--- src/rtl/tx_axis_frame_arbiter.sv ---
// ---------------------------------------------------------------------------
// tx_axis_frame_arbiter
//
// Purpose:
//   Shares the single AXI-Stream input of tx_mac between NUM_PORTS frame
//   sources. Arbitration is round-robin at frame granularity: once a port is
//   granted it owns the bus until its tlast beat is accepted, so frames never
//   interleave. One arbitration cycle (no transfers) separates frames.
//
// Ports:
//   i_clk, i_reset_n   clock, asynchronous active-low reset
//   i_port_enable      per-port arbitration enable (sampled only while idle)
//   s_axis_*           packed slave streams, port n occupies slice n
//   m_axis_*           master stream towards tx_mac
//   o_grant_id         port that owns, or last owned, the bus
//   o_busy             high while a frame is in progress
//   o_frame_done       one-cycle pulse when the tlast beat is accepted
// ---------------------------------------------------------------------------
module tx_axis_frame_arbiter #(
    parameter int DATA_WIDTH = 32,
    parameter int KEEP_WIDTH = DATA_WIDTH / 8,
    parameter int NUM_PORTS  = 4,
    parameter int ID_WIDTH   = $clog2(NUM_PORTS)
) (
    input  logic                             i_clk,
    input  logic                             i_reset_n,
    input  logic [NUM_PORTS-1:0]             i_port_enable,
    input  logic [NUM_PORTS*DATA_WIDTH-1:0]  s_axis_tdata,
    input  logic [NUM_PORTS*KEEP_WIDTH-1:0]  s_axis_tkeep,
    input  logic [NUM_PORTS-1:0]             s_axis_tvalid,
    input  logic [NUM_PORTS-1:0]             s_axis_tlast,
    output logic [NUM_PORTS-1:0]             s_axis_trdy,
    output logic [DATA_WIDTH-1:0]            m_axis_tdata,
    output logic [KEEP_WIDTH-1:0]            m_axis_tkeep,
    output logic                             m_axis_tvalid,
    output logic                             m_axis_tlast,
    input  logic                             m_axis_trdy,
    output logic [ID_WIDTH-1:0]              o_grant_id,
    output logic                             o_busy,
    output logic                             o_frame_done
);

    typedef enum logic {
        ST_IDLE = 1'b0,
        ST_XFER = 1'b1
    } state_t;

    state_t              state_q;
    logic [ID_WIDTH-1:0] grant_q;
    logic [ID_WIDTH-1:0] last_grant_q;
    logic                busy_q;

    logic [ID_WIDTH-1:0] grant_d;
    logic                req_found;
    logic [NUM_PORTS-1:0] req;
    logic [ID_WIDTH:0]   cand;
    logic                xfer;
    logic                tlast_accept;

    assign req  = s_axis_tvalid & i_port_enable;
    assign xfer = (state_q == ST_XFER);

    // Round-robin search starting one past the last owner, with wrap-around.
    // The candidate is kept one bit wider so the wrap works for any
    // NUM_PORTS, not only powers of two.
    always_comb begin
        grant_d   = grant_q;
        req_found = 1'b0;
        cand      = '0;
        for (int i = 1; i <= NUM_PORTS; i++) begin
            cand = {1'b0, last_grant_q} + (ID_WIDTH+1)'(i);
            if (cand >= (ID_WIDTH+1)'(NUM_PORTS)) begin
                cand = cand - (ID_WIDTH+1)'(NUM_PORTS);
            end
            if (!req_found && req[cand[ID_WIDTH-1:0]]) begin
                grant_d   = cand[ID_WIDTH-1:0];
                req_found = 1'b1;
            end
        end
    end

    // Combinational datapath: the granted slice is forwarded with zero
    // latency while in XFER; everything is forced low while arbitrating.
    assign m_axis_tdata  = xfer ? s_axis_tdata[grant_q*DATA_WIDTH +: DATA_WIDTH] : '0;
    assign m_axis_tkeep  = xfer ? s_axis_tkeep[grant_q*KEEP_WIDTH +: KEEP_WIDTH] : '0;
    assign m_axis_tvalid = xfer & s_axis_tvalid[grant_q];
    assign m_axis_tlast  = xfer & s_axis_tlast[grant_q];

    generate
        for (genvar gi = 0; gi < NUM_PORTS; gi++) begin : g_trdy
            assign s_axis_trdy[gi] = xfer && (grant_q == ID_WIDTH'(gi)) && m_axis_trdy;
        end
    endgenerate

    assign tlast_accept = m_axis_tvalid & m_axis_trdy & m_axis_tlast;
    assign o_frame_done = tlast_accept;
    assign o_grant_id   = grant_q;
    assign o_busy       = busy_q;

    always_ff @(posedge i_clk or negedge i_reset_n) begin
        if (!i_reset_n) begin
            state_q      <= ST_IDLE;
            grant_q      <= '0;
            last_grant_q <= ID_WIDTH'(NUM_PORTS - 1);
            busy_q       <= 1'b0;
        end else begin
            case (state_q)
                ST_IDLE: begin
                    // Enable is only looked at here; a mid-frame disable
                    // does not cut the frame short.
                    if (req_found) begin
                        grant_q <= grant_d;
                        busy_q  <= 1'b1;
                        state_q <= ST_XFER;
                    end
                end
                ST_XFER: begin
                    if (tlast_accept) begin
                        last_grant_q <= grant_q;
                        busy_q       <= 1'b0;
                        state_q      <= ST_IDLE;
                    end
                end
                default: state_q <= ST_IDLE;
            endcase
        end
    end

endmodule

--- config.mk ---
export PLATFORM = sky130hd
export DESIGN_NAME = tx_axis_frame_arbiter
export DESIGN_NICKNAME = d
export VERILOG_FILES = /design/src/rtl/tx_axis_frame_arbiter.sv
export SDC_FILE = /design/constraint.sdc
export NUM_CORES = 1
export LEC_CHECK = 0
export ABC_CLOCK_PERIOD_IN_PS = 2600
export CAP_MARGIN = 10
export CORE_MARGIN = 5
export CORE_UTILIZATION = 28
export CTS_CLUSTER_DIAMETER = 40
export CTS_CLUSTER_SIZE = 25
export DETAILED_ROUTE_END_ITERATION = 7
export PLACE_DENSITY = 0.95
export SLEW_MARGIN = 25
export SYNTH_ARGS = -nofsm -noshare
export SYNTH_HDL_FRONTEND = slang
export SYNTH_SLANG_ARGS = --single-unit
--- constraint.sdc ---
create_clock -name i_clk -period 2.6 [get_ports i_clk]
set_input_delay 0.52 -clock i_clk [delete_from_list [all_inputs] [get_ports i_clk]]
set_output_delay 0.52 -clock i_clk [all_outputs]
set_load 0.03 [all_outputs]
* Yosys cells after proc, flatten, opt, wreduce, memory -nomap -nowiden
Cells that the tools add are included.
Storage, ports and cells: bits in registers 6, bits of input ports 159, output and inout port bits 46, word-level logic and storage cells 85
Cells by class: add/sub/neg operators 8, order comparisons 9, eq/ne operators 5, shift operators 2, multiplexer cells 32, bitwise operators 6, reductions and logical operators 19
Operators by type and width (number):
- 128-bit by 8-bit indexed part select with 32-bit output | 1
- 32-bit two-way mux | 1
- 2-bit two-way mux | 8
- 16-bit by 5-bit indexed part select with 4-bit output | 1
- 2-bit by 3-bit < comparator with 1-bit output (second input constant) | 5
- 1-bit two-way mux | 14
- 1-bit binary-select mux with 2-bit select | 6
- 3-bit greater-or-equal comparator (second input constant) | 4
- 1-bit logical AND | 11
- 2-bit by 1-bit subtractor with 2-bit output (second input constant) | 4
- 2-bit by 2-bit adder with 3-bit output (second input constant) | 2
- 1-bit AND | 4
- 4-bit AND | 1
- 2-bit == test (second input constant) | 2
- 4-bit two-way mux | 1
- 2-bit inequality test (second input constant) | 2
- 1-bit case mux with 2 select lines | 2
- 2-bit AND reduction | 2
- 4-bit nonzero test | 1
- 2-bit by 1-bit adder with 3-bit output (second input constant) | 1
- 2-bit by 3-bit adder with 3-bit output (second input constant) | 1
- 1-bit logical NOT | 3
- 3-bit AND reduction | 1
- 2-bit by 1-bit == test with 1-bit output (second input constant) | 1
- 2 further kinds | 2

* Depth between registers and ports, before layout
depth after elaboration 17, gate-level depth with buffers 5, mapped depth without buffers 4

* Worst setup path after synthesis
OpenSTA, ideal clock, no wires.
path type register to output, from register grant_q[1], in the netlist o_grant_id[1], to output port s_axis_trdy[2], data arrival time 1822 ps, required time 2080 ps, path slack 258 ps, cell stages (with the launch flop) 5, buffers on the path 2, path through dfrtp_1 -> buf_2 -> clkbuf_1 -> inv_1 -> nor3_1
On the way: word-level cells in the longest chain between the ends 3
Ends and longest elaborated chain:
- start, declared | line 49 | logic [ID_WIDTH-1:0] grant_q;
- start signal, assigned | line 112 | grant_q <= grant_d;
- 2-bit == test | line 91 | assign s_axis_trdy[gi] = xfer && (grant_q == ID_WIDTH'(gi)) && m_axis_trdy;
- 1-bit logical AND (2 in series) | line 91
- end, declared | line 32 | output logic [NUM_PORTS-1:0] s_axis_trdy,
Every way passes these cells.

* Worst setup path after layout
from input port m_axis_trdy, to output port s_axis_trdy[0]
On the way: word-level cells in the longest chain between the ends 1
Ends and longest elaborated chain:
- start, declared | line 37 | input logic m_axis_trdy,
- 1-bit logical AND | line 91
Every way passes these cells.

==> qor.txt <==
status: completed
Slew Limit Fails: 0
crit path max-delay cell type: clkdlybuf4s50_1
CTS tree: done
largest net degree at the start of global routing: 27
Die Wd: 85.4 microns
Critical Path End Type: output port
most common cell after layout, fill and taps aside: clkdlybuf4s50_1
DP HPWL: 7.05 mm
most frequent cells in the layout: 165 x clkdlybuf4s50_1, 40 x and2_1, 38 x mux4_2
clk buf depth: 2
synth-to-layout area growth: 137%
Slew @ Worst Pin: 378 ps
Mean Syn Cell Area: 11.2 sq um
Final Wtd Congestion: 0.817
CTS buffer count: 3
max cap viols: 0
initial drt markers: 60
CTS clk-pin slew, worst paths: 40 ps
worst min path class: flip-flop to flip-flop
FF+latch count, synth: 6
IO Pins: 205
CP cell instances: clkdlybuf4s50_1 -> nand2_1 -> nor3_1 -> clkdlybuf4s50_1
fmax: 0.388 GHz
Avg WL per Cell: 19.1 microns
Core Region: 5510 sq um
Synth cell types: 26
Final Setup Violations: 0
Post-CTS Hold Buffers: 0
Yosys top cell area share: 53.8%
PD cells: 876 nW/um^2
Comb pwr share: 88.9%
most area-consuming cells after synthesis: mux4_2 54%, and2_1 16%, dfrtp_1 6.3%
CP max stage delay: 710 ps
nature of the critical path startpoint: input port
fin cells: 421
hold slack: 482 ps
clock share of power: 4.5%
Critical Path AT: 2050 ps
sw frac: 49.8%
cell-internal power: 0.00166 W
clock skew: 1.47 ps
Slew HR: 74.8%
maximum VDD drop: 0.000696 V
crit-path most repeated cell: clkdlybuf4s50_1
Die H: 85.4 microns
Worst Path Buf+Inv: 2
drt pass-1 iters: 4
n_diodes: 0
Final Hold Viols: 0
total grt overflow: 0
post-synthesis sequential area ratio: 9.60%
WP data required: 2080 ps
Mapped Cells: 142
RSZ-0062 raised after global routing: no
vias: 2096
Tcrit/Tclk final: 99.0%
crit path time final: 2570 ps
worst-skew pair later-pin latency: 220 ps
via/cell ratio: 4.98
crit-path leading delay family: buffers and inverters
initial antenna violation count: 0
global-route wire length before repair: 12.2 mm
Yosys warnings: 0
NetSw: 0.00165 W
Port Buffers: 204
share of cells above drive strength 1: 18.3%
die area: 7290 sq um
Final Cell Area: 3770 sq um
Final nets: 509
Flop pwr share: 6.5%
cell leakage power: 1.51 nW
Mapped Nets: 301
DRC viols: 0
placed cell area: 3770 sq um
mapped cell area: 1590 sq um
GRT Total Usage: 21.1%
remaining antenna violation count: 0
drt total wl: 8.04 mm
worst-path maximum fanout: 3
clock sinks: 6
Initial Util: 28.9%
vias in the first global route: 2395
root buf cell: clkbuf_8
dpl cells: 417
fillers: 428
H-tree levels: 1
Synth area leader: mux4_2
number of cell rows: 27
kind of critical path: input port to output port
## timing repair
action                                  CTS  global route
hold endpoints to repair                  0             0
setup buffers                             0             0
endpoints found under the setup margin   35             0
resized for setup                        35             0
## power groups by stage
stage,sequential [W],clock (W),combinational (W)
floorplan,0.000225,0,0.00193
global placement,0.000216,0,0.00316
detailed placement,0.000219,0,0.00321
CTS,0.000218,0.000150,0.00298
global route,0.000227,0.000158,0.00313
finish,0.000216,0.000150,0.00294
## cells in the mapped netlist
cell and n:
dfrtp_1 4, nor3_1 4, nand4_4 1, and2_1 40
nand2_1 11, nor2_1 4, inv_1 5, mux2_4 1
a22o_1 2, o21ai_0 2, nor4_1 1, nand2b_1 1
o211a_1 1, clkbuf_1 5, nand3_1 1, mux4_2 38
o22ai_1 2, buf_4 3, o31ai_1 1, a31oi_1 2
a22oi_1 2, buf_6 1, buf_2 5, dfstp_2 2
a21oi_1 1, a211oi_1 2
## area by class of cell
type | count | area (sq um) | area share (%)
clock buffer | 4 | 45.0 | 1.19
inverter | 5 | 18.8 | 0.497
multi-input combinational | 117 | 1340 | 35.5
sequential | 6 | 155 | 4.11
tap | 72 | 90.1 | 2.39
timing repair buffer | 217 | 2120 | 56.3
## cells by family (layout without fill, tap and decap cells)
family	count (synthesis)	count (layout)	share of synthesized area [%]
buf+inv	19	226	6.06
compound gates	15	15	6.61
simple gates	63	63	23.0
flops	6	6	9.60
mux	39	39	54.8
## flip-flops by register name, indices dropped and copies added (netlist names)
register and cells:
last_grant_q 2, o_grant_id 2, o_busy 1, state_q 1
## per-stage QoR
| step | util, % | setup TNS (ps) | worst slack [ps] | total power (W) |
|---|---|---|---|---|
| 2_1_floorplan | - | 0 | 258 | 0.00215 |
| 3_5_place_dp | 68.5 | -2440 | -143 | 0.00343 |
| 3_3_place_gp | 68.5 | -1590 | -115 | 0.00337 |
| 6_report | 68.5 | 0 | 25.4 | 0.00330 |
| 5_1_grt | 68.5 | 0 | 1.77 | 0.00352 |
| 4_1_cts | 68.5 | 0 | 16.4 | 0.00335 |
## routing by layer
| layer | part of all wire, % | global-route usage [%] |
|---|---|---|
| met4 | 1.6 | 4.17 |
| met3 | 9.3 | 4.95 |
| met1 | 34 | 21.8 |
| met2 | 55 | 42.4 |
| met5 | 0 | 0 |
## worst min-delay path: cells and delay by family (launching register included)
kind	cells	cell delay, ps
DFF	1	340
and+or+nand+nor	2	100
## worst paths after layout
| kind | cells after the start | slack [ps] | start | to |
|---|---|---|---|---|
| max | 4 | 30 | m_axis_trdy | s_axis_trdy[0] |
| min | 2 | 480 | o_busy | o_busy |
| max reg2reg | 5 | 800 | o_grant_id[0] | last_grant_q[0] |
| min reg2reg | 2 | 480 | o_busy | o_busy |
| max in group asynchronous | 1 | 1780 | i_reset_n | last_grant_q[0] |
| min in group asynchronous | 1 | 540 | i_reset_n | o_busy |
No activity file was read; power rests on OpenSTA's default activity.
